[src/rtl/pc_sequencer.sv]
// -----------------------------------------------------------------------------
// pc_sequencer
//
// Program-counter sequencer with a small hardware return stack. Each cycle
// one operation is sampled on the rising edge of clk. The operation either
// advances the PC, jumps, branches relative, calls (pushes a return address)
// or returns (pops it). Stack overflow and underflow are trapped without
// disturbing state and are recorded in sticky error flags.
//
// Parameters
//   WIDTH     : address width of the PC and of pc_in / offset / ret_top (>= 2)
//   DEPTH     : number of return-stack entries (1..16)
//   RESET_VEC : PC value forced while reset is low
//
// Ports
//   clk      in   rising-edge clock
//   reset    in   asynchronous, active-low reset
//   stall    in   freezes PC, stack pointer, stack contents and error flags
//   op       in   operation code (NOP/INC/JMP/BR/CALL/RET/BRC, 111 = NOP)
//   cond     in   branch condition used by BRC
//   pc_in    in   absolute target for JMP and CALL
//   offset   in   two's-complement displacement for BR and BRC
//   err_clr  in   clears both sticky error flags (ignored while stalled)
//   pc_out   out  current program counter (registered)
//   sp       out  number of occupied stack entries (registered)
//   ret_top  out  top stack entry, 0 when the stack is empty
//   full     out  sp == DEPTH
//   empty    out  sp == 0
//   err_ovf  out  sticky overflow flag (CALL on a full stack)
//   err_unf  out  sticky underflow flag (RET on an empty stack)
// -----------------------------------------------------------------------------
module pc_sequencer #(
  parameter int                 WIDTH     = 4,
  parameter int                 DEPTH     = 4,
  parameter logic [WIDTH-1:0]   RESET_VEC = {WIDTH{1'b0}}
) (
  input  logic                          clk,
  input  logic                          reset,
  input  logic                          stall,
  input  logic [2:0]                    op,
  input  logic                          cond,
  input  logic [WIDTH-1:0]              pc_in,
  input  logic [WIDTH-1:0]              offset,
  input  logic                          err_clr,
  output logic [WIDTH-1:0]              pc_out,
  output logic [$clog2(DEPTH+1)-1:0]    sp,
  output logic [WIDTH-1:0]              ret_top,
  output logic                          full,
  output logic                          empty,
  output logic                          err_ovf,
  output logic                          err_unf
);

  localparam int               SPW      = $clog2(DEPTH + 1);
  localparam logic [SPW-1:0]   SP_FULL  = SPW'(DEPTH);
  localparam logic [SPW-1:0]   SP_ZERO  = {SPW{1'b0}};
  localparam logic [SPW-1:0]   SP_ONE   = SPW'(1'b1);
  localparam logic [WIDTH-1:0] PC_ONE   = WIDTH'(1'b1);
  localparam logic [WIDTH-1:0] PC_ZERO  = {WIDTH{1'b0}};

  typedef enum logic [2:0] {
    OP_NOP  = 3'b000,
    OP_INC  = 3'b001,
    OP_JMP  = 3'b010,
    OP_BR   = 3'b011,
    OP_CALL = 3'b100,
    OP_RET  = 3'b101,
    OP_BRC  = 3'b110,
    OP_RSV  = 3'b111
  } op_e;

  // Architectural state
  logic [WIDTH-1:0] pc_q,      pc_d;
  logic [SPW-1:0]   sp_q,      sp_d;
  logic             ovf_q,     ovf_d;
  logic             unf_q,     unf_d;
  logic [WIDTH-1:0] stack_q [DEPTH];
  logic [WIDTH-1:0] stack_d [DEPTH];

  // Decodes and per-cycle control
  logic             full_s;
  logic             empty_s;
  logic [WIDTH-1:0] top_s;
  logic [WIDTH-1:0] pc_inc_s;
  logic [WIDTH-1:0] pc_rel_s;
  logic             push_s;
  logic             ovf_set_s;
  logic             unf_set_s;
  op_e              op_s;

  assign op_s     = op_e'(op);
  assign full_s   = (sp_q == SP_FULL);
  assign empty_s  = (sp_q == SP_ZERO);

  // Same-width addition is already modulo 2^WIDTH, and a WIDTH-bit two's
  // complement offset added at WIDTH bits gives exactly the sign-extended sum.
  assign pc_inc_s = pc_q + PC_ONE;
  assign pc_rel_s = pc_q + offset;

  // Top-of-stack select: entry sp-1, or zero when the stack is empty.
  always_comb begin
    top_s = PC_ZERO;
    for (int i = 0; i < DEPTH; i++) begin
      top_s = top_s | (stack_q[i] & {WIDTH{(sp_q == SPW'(i + 1))}});
    end
  end

  // Next-state decode for PC and stack pointer, plus error-set requests.
  always_comb begin
    pc_d      = pc_q;
    sp_d      = sp_q;
    push_s    = 1'b0;
    ovf_set_s = 1'b0;
    unf_set_s = 1'b0;
    if (stall) begin
      pc_d = pc_q;
      sp_d = sp_q;
    end else begin
      case (op_s)
        OP_NOP: pc_d = pc_q;
        OP_INC: pc_d = pc_inc_s;
        OP_JMP: pc_d = pc_in;
        OP_BR:  pc_d = pc_rel_s;
        OP_CALL: begin
          if (full_s) begin
            // Overflow leaves PC, SP and the stack untouched.
            ovf_set_s = 1'b1;
          end else begin
            push_s = 1'b1;
            sp_d   = sp_q + SP_ONE;
            pc_d   = pc_in;
          end
        end
        OP_RET: begin
          if (empty_s) begin
            unf_set_s = 1'b1;
          end else begin
            sp_d = sp_q - SP_ONE;
            pc_d = top_s;
          end
        end
        OP_BRC: pc_d = cond ? pc_rel_s : pc_inc_s;
        OP_RSV: pc_d = pc_q;
        default: pc_d = pc_q;
      endcase
    end
  end

  // Stack write: only the entry at index sp takes the return address on a push.
  always_comb begin
    for (int i = 0; i < DEPTH; i++) begin
      stack_d[i] = (push_s && (sp_q == SPW'(i))) ? pc_inc_s : stack_q[i];
    end
  end

  // Sticky error flags: a new error beats a coincident clear; stall holds both.
  always_comb begin
    if (stall) begin
      ovf_d = ovf_q;
      unf_d = unf_q;
    end else begin
      ovf_d = ovf_set_s | (ovf_q & ~err_clr);
      unf_d = unf_set_s | (unf_q & ~err_clr);
    end
  end

  // State registers; reset forces the PC to RESET_VEC and empties the stack.
  always_ff @(posedge clk or negedge reset) begin
    if (!reset) begin
      pc_q  <= RESET_VEC;
      sp_q  <= SP_ZERO;
      ovf_q <= 1'b0;
      unf_q <= 1'b0;
      for (int i = 0; i < DEPTH; i++) begin
        stack_q[i] <= PC_ZERO;
      end
    end else begin
      pc_q  <= pc_d;
      sp_q  <= sp_d;
      ovf_q <= ovf_d;
      unf_q <= unf_d;
      for (int i = 0; i < DEPTH; i++) begin
        stack_q[i] <= stack_d[i];
      end
    end
  end

  assign pc_out  = pc_q;
  assign sp      = sp_q;
  assign ret_top = top_s;
  assign full    = full_s;
  assign empty   = empty_s;
  assign err_ovf = ovf_q;
  assign err_unf = unf_q;

endmodule

[config.mk]
export PLATFORM = sky130hd
export DESIGN_NAME = pc_sequencer
export DESIGN_NICKNAME = d
export VERILOG_FILES = /design/src/rtl/pc_sequencer.sv
export SDC_FILE = /design/constraint.sdc
export NUM_CORES = 1
export LEC_CHECK = 0
export CAP_MARGIN = 20
export CORE_AREA = 2 2 59 61
export CTS_CLUSTER_SIZE = 24
export DETAILED_ROUTE_END_ITERATION = 8
export DIE_AREA = 0 0 61 63
export GPL_ROUTABILITY_DRIVEN = 0
export PLACE_DENSITY_LB_ADDON = 0.12
export SYNTH_ARGS = -nofsm -noshare
export SYNTH_HDL_FRONTEND = slang
export SYNTH_SLANG_ARGS = --single-unit
[constraint.sdc]
create_clock -name clk -period 4.56 [get_ports clk]
set_input_delay 0.684 -clock clk [delete_from_list [all_inputs] [get_ports clk]]
set_output_delay 0.684 -clock clk [all_outputs]
set_load 0.1 [all_outputs]
==> metrics.cfg, run 1 <==
[floorplan]
start_util=0.533
die-height_um=63
coreArea_um2=3230
ioPinCount=31
rows=21
dieArea_um2=3840
die_w_um=61

[setup_path]
cp_max_fo=19
r2r_slack_ns=2.54
startpoint_type=flip-flop
arrival_ns=2.86
worstSetupEndpointType=primary output
critical_path_class=flip-flop to primary output
worstPathRequired_ns=3.88

[sta]
period_share=0.777
setup_viol=0
final-max-slew-violation-count=0
worst_pin_slew_ns=0.975
post-route-min-period_ns=3.54
finalSetupTns_ns=0
finalHoldViolCount=0
max_freq_ghz=0.282
clock_skew_ns=0.00214
rsz0062_at_grt=no
relSlewSlack=0.348

[drt]
wl_per_cell_um=17.9
ant_nets=0
wirelength_um=4250
drt-pass1-iter-count=5
drt_first_iter_violations=66
drc=0
vias=1453
vias_per_cell=6.13

[logic_synthesis]
ys_ff_latch=25
async_reset_ff_frac=1.00
synthDistinctLibCells=45
synth_warnings=0
synth_cells=163
synth_area_leader_cell=dfrtp_1
synth_seq_area_share=0.363
syn-num-nets=190
synthMuxAreaShare=0.100
synth_flop_cell=dfrtp_1
syn_area_per_cell_um2=10.6
yosys.area_share.simple=0.182
synth_compound_area_frac=0.164
yosys.area.top_type_share=0.363
synthAdderAreaFrac=0.0843
synth-xor-area-share=0.0407
synth_edf_count=0
synth_area_leaders=dfrtp_1 36%, mux2_2 9.2%, ha_1 7.3%, buf_6 3.3%, nand3b_1 2.6%
synth_area_um2=1720
synth_top_family_by_area=simple AND/OR/NAND/NOR gates

[place]
place_area_um2=2000
dp_cells=232
dp_hpwl_um=3100
portBuffers=30

[pwr]
peakVddDrop_mv=0.449
powerDensity_nw_per_um2=661
p_leak_uw=0.000882

[clock_network]
cts_hold_buf=0
cts.repair.resized=0
cts.htree.levels=1
cts.reportedPaths.clkPinSlew_ns=0.14
cts_buffers=3
cts_tree=yes
post_cts_buffers=0
clock-root-buffer=clkbuf_4
cts_sinks=25
clockBufferDepth=2
clk_latency_ns=0.32

[global_routing]
grt_overflow=0
grt_first_pass_wirelength_um=6850
antenna_found_initial=0
grt_max_degree=26
grt_use_total=0.234
grt_pass1_vias=1478

[layout]
nets=219
final_util=0.638
drive_gt1_frac=0.147
final_cell_mix=30 x clkdlybuf4s50_1, 25 x dfrtp_1, 14 x mux2_2, 11 x nand2_1, 10 x ha_1
antenna_cells=0
stdcell_count=237
final_common_cell=clkdlybuf4s50_1
final_cell_area_um2=2060
syn2layout_area_growth_pct=19.8

[job]
maxCapViolations=0

[status]
status=finished, final reports clean

[worst_hold_path]
hold_path.class=flip-flop to flip-flop

## stage by stage
step	power [uW]	hold slack [ns]	setup WS [ns]
after global routing	1440	0.546	0.840
after detailed placement	1250	0.488	1.40
after CTS	1350	0.520	1.03
final	1360	0.517	1.02
after floorplan	1040	0.388	0.327
after global placement	1230	0.473	1.47
## metal layers
layer	GRT usage	share of wire	vias up
met4	0.0707	0.016	0
met5	0	0	-
met1	0.289	0.42	718
li1	-	-	671
met3	0.0290	0.044	7
met2	0.411	0.52	57
## state kept, by name (all words and copies together), names as in the netlist
name / count
err_unf: 1
pc_out: 4
sp: 3
stack_q: 16
err_ovf: 1
## report_power, final
| group | internal, uW | total, uW | switching [uW] |
|---|---|---|---|
| sequential | 299 | 390 | 91.1 |
| clock | 33.5 | 103 | 69.6 |
| combinational | 266 | 870 | 604 |
## kinds of logic (layout without fill, tap and decap cells)
kind of cell             after synthesis  after routing
flip-flops                            25             25
buffers and inverters                 17             45
multiplexers                          15             15
AO/OA/AOI/OAI                         37             37
AND/OR/NAND/NOR                       50             50
adder cells (fa/ha/maj)               11             11
XOR/XNOR                               8              8
## synth_stat cells (4+ instances only)
master / n
nand2_1: 11
nand4_1: 5
xnor2_1: 5
a221oi_1: 4
inv_1: 9
buf_6: 5
nand3_1: 5
o21ai_0: 8
nand3b_1: 6
nor3b_1: 4
a21oi_1: 5
mux2_2: 14
dfrtp_1: 25
ha_1: 10
## area by class of cell
| type | instances | area [um^2] |
|---|---|---|
| clock inverter | 1 | 7.51 |
| inverter | 10 | 37.5 |
| multi-input combinational | 121 | 983 |
| fill | 277 | 1170 |
| sequential | 25 | 626 |
| clock buffer | 3 | 22.5 |
| timing repair buffer | 31 | 328 |
| tap | 46 | 57.6 |
## worst max-delay path, cell delays in order (launching register included)
cell,delay [ns]
dfrtp_1,0.59
inv_1,0.22
ha_1,0.27
nand2_1,0.07
and4_1,0.22
inv_1,0.05
clkdlybuf4s50_1,1.12
## path summary, 6_finish.rpt
check,startpoint,endpoint,cells after the start
min in group asynchronous,reset,stack_q[13]$_DFFE_PN0P_,1
max in group asynchronous,reset,stack_q[3]$_DFFE_PN0P_,2
worst max-delay path,sp[2]$_DFFE_PN0P_,ret_top[0],6
worst min register to register,stack_q[0]$_DFFE_PN0P_,stack_q[0]$_DFFE_PN0P_,2
worst min-delay path,stack_q[0]$_DFFE_PN0P_,stack_q[0]$_DFFE_PN0P_,2
worst max register to register,sp[2]$_DFFE_PN0P_,pc_out[1]$_DFFE_PN0P_,6
(Power assumes the default switching activity.)
==> run 2: changes to the inputs <==
--- a/config.mk
+++ b/config.mk
@@ -6,10 +6,10 @@
 export NUM_CORES = 1
 export LEC_CHECK = 0
 export CAP_MARGIN = 20
-export CORE_AREA = 2 2 59 61
+export CORE_AREA = 2 2 64 66
 export CTS_CLUSTER_SIZE = 24
 export DETAILED_ROUTE_END_ITERATION = 8
-export DIE_AREA = 0 0 61 63
+export DIE_AREA = 0 0 66 68
 export GPL_ROUTABILITY_DRIVEN = 0
 export PLACE_DENSITY_LB_ADDON = 0.12
 export SYNTH_ARGS = -nofsm -noshare
==> constraint.sdc (replaced) <==
create_clock -name clk -period 3.2 [get_ports clk]
set_input_delay 0.48 -clock clk [delete_from_list [all_inputs] [get_ports clk]]
set_output_delay 0.48 -clock clk [all_outputs]
set_load 0.1 [all_outputs]
==> run 2 against run 1 <==
Net effect:
- routed wire length shrank 0.89%
- total power is 43% higher
- final area shrank 1.3%
- flip-flop and latch count is the same
- worst setup slack got worse by 0.44 ns
- utilization is 11 points lower
- sequential share of layout area rose by 0.39 points
- via count shrank 5.1%
- clock skew increased by 0.0022 ns
- non-clock buffer count is the same
- first-iteration DRC count rose by 110%
- clock power grew 77%
==> metrics.cfg, run 2 (same netlist as run 1, synthesis figures left out) <==
[sta]
final-max-slew-violation-count=0
finalHoldViolCount=0
worst_hold_slack_ns=0.500
post-route-min-period_ns=2.62
period_share=0.820
setup_viol=0
relSlewSlack=0.341
finalSetupTns_ns=0
worst_pin_slew_ns=0.985
rsz0062_at_grt=no
max_freq_ghz=0.381
clock_skew_ns=0.00438
layout_setup_ws_ns=0.576

[floorplan]
start_util=0.446
die_w_um=66
dieArea_um2=4490
ioPinCount=31
rows=23
coreArea_um2=3860
die-height_um=68

[job]
maxCapViolations=0

[clock_network]
cts_buffers=3
post_cts_buffers=0
cts.htree.levels=1
cts_hold_buf=0
clockBufferDepth=2
clk_latency_ns=0.26
cts_tree=yes
cts.repair.resized=0
cts_sinks=25
cts.reportedPaths.clkPinSlew_ns=0.08
clock-root-buffer=clkbuf_8

[layout]
final_common_cell=dfrtp_1
nets=219
antenna_cells=0
largest_reg_flops=16
max_flop_register=stack_q
drive_gt1_frac=0.220
syn2layout_area_growth_pct=18.2
final_cell_mix=25 x dfrtp_1, 17 x clkdlybuf4s50_1, 14 x mux2_2, 14 x buf_4, 11 x nand2_1
final_cell_area_um2=2040

[setup_path]
worstSetupEndpointType=primary output
cpMostUsedCell=inv_1
cp_max_fo=19
max_stage_delay_ns=0.72
arrival_ns=2.14
critPathTopFamily=flip-flops
startpoint_type=flip-flop
worstPathRequired_ns=2.72
path_cells=inv_1, ha_1, nand2_1, and4_1, inv_1, buf_4
critical_path_class=flip-flop to primary output
path_buf_inv=3
cpMaxStageDelayCell=dfrtp_1

[drt]
drc=0
drt-pass1-iter-count=4
wirelength_um=4210
vias=1379
vias_per_cell=5.72
wl_per_cell_um=17.5
drt_first_iter_violations=138
ant_nets=0

[global_routing]
grt_pass1_vias=1381
grt_max_degree=26
grt_use_met3=0.0214
antenna_found_initial=0
grt_first_pass_wirelength_um=6790
met1_usage=0.266
grt_util_met2=0.340
grt.busiest_layer=met2
grt_overflow=0
grt_use_total=0.203

[place]
dp_hpwl_um=3190
post-place-ws_ns=0.550
place_area_um2=1990
portBuffers=30

[pwr]
powerDensity_nw_per_um2=957
peakVddDrop_mv=0.464
p_leak_uw=0.000903

[status]
status=finished, final reports clean

[worst_hold_path]
hold_path.class=flip-flop to flip-flop

-- run 2: worst register-to-register path, cell delays in order, from the launching register on --
cell and delay (ns):
dfrtp_1 0.72, inv_1 0.25, ha_1 0.33, nand2_1 0.08, and4_1 0.22, o221ai_1 0.15, mux2_2 0.30
-- run 2: through the flow --
step,total power (uW),std cells,utilization
finish,1950,241,0.528
global route,2070,241,0.528
CTS,1960,241,0.528
detailed placement,1780,237,0.516
global placement,1750,237,0.516
floorplan,1480,163,-
-- run 2: final timing paths --
kind	slack, ns	cells past startpoint	to	from
max	0.58	6	ret_top[0]	sp[2]$_DFFE_PN0P_
min	0.50	2	stack_q[0]$_DFFE_PN0P_	stack_q[0]$_DFFE_PN0P_
max reg2reg	1.04	6	pc_out[0]$_DFFE_PN0P_	sp[2]$_DFFE_PN0P_
min reg2reg	0.50	2	stack_q[0]$_DFFE_PN0P_	stack_q[0]$_DFFE_PN0P_
max in group asynchronous	2.39	2	stack_q[3]$_DFFE_PN0P_	reset
min in group asynchronous	0.57	2	stack_q[15]$_DFFE_PN0P_	reset
-- run 2: where the power goes --
| group | switching, uW | internal (uW) | total, uW | leakage, uW |
|---|---|---|---|---|
| logic | 856 | 351 | 1210 | 0.000553 |
| clock network | 92.7 | 88.9 | 182 | 0.0000228 |
| registers | 132 | 427 | 559 | 0.000326 |
-- run 2: final cells by class --
class	instances	area (um^2)
well taps	50	62.6
clock buffers	4	45.0
flip-flops and latches	25	626
inverters	10	37.5
repair buffers	31	275
multi-input cells	121	990
fillers	364	1820
-- run 2: routing by layer --
metal | share of wire | routed length, um | vias to the layer above
met5 | 0 | 0 | -
met4 | 0.019 | 82 | 0
met3 | 0.055 | 233 | 8
met2 | 0.49 | 2070 | 51
met1 | 0.43 | 1820 | 654
li1 | - | - | 666
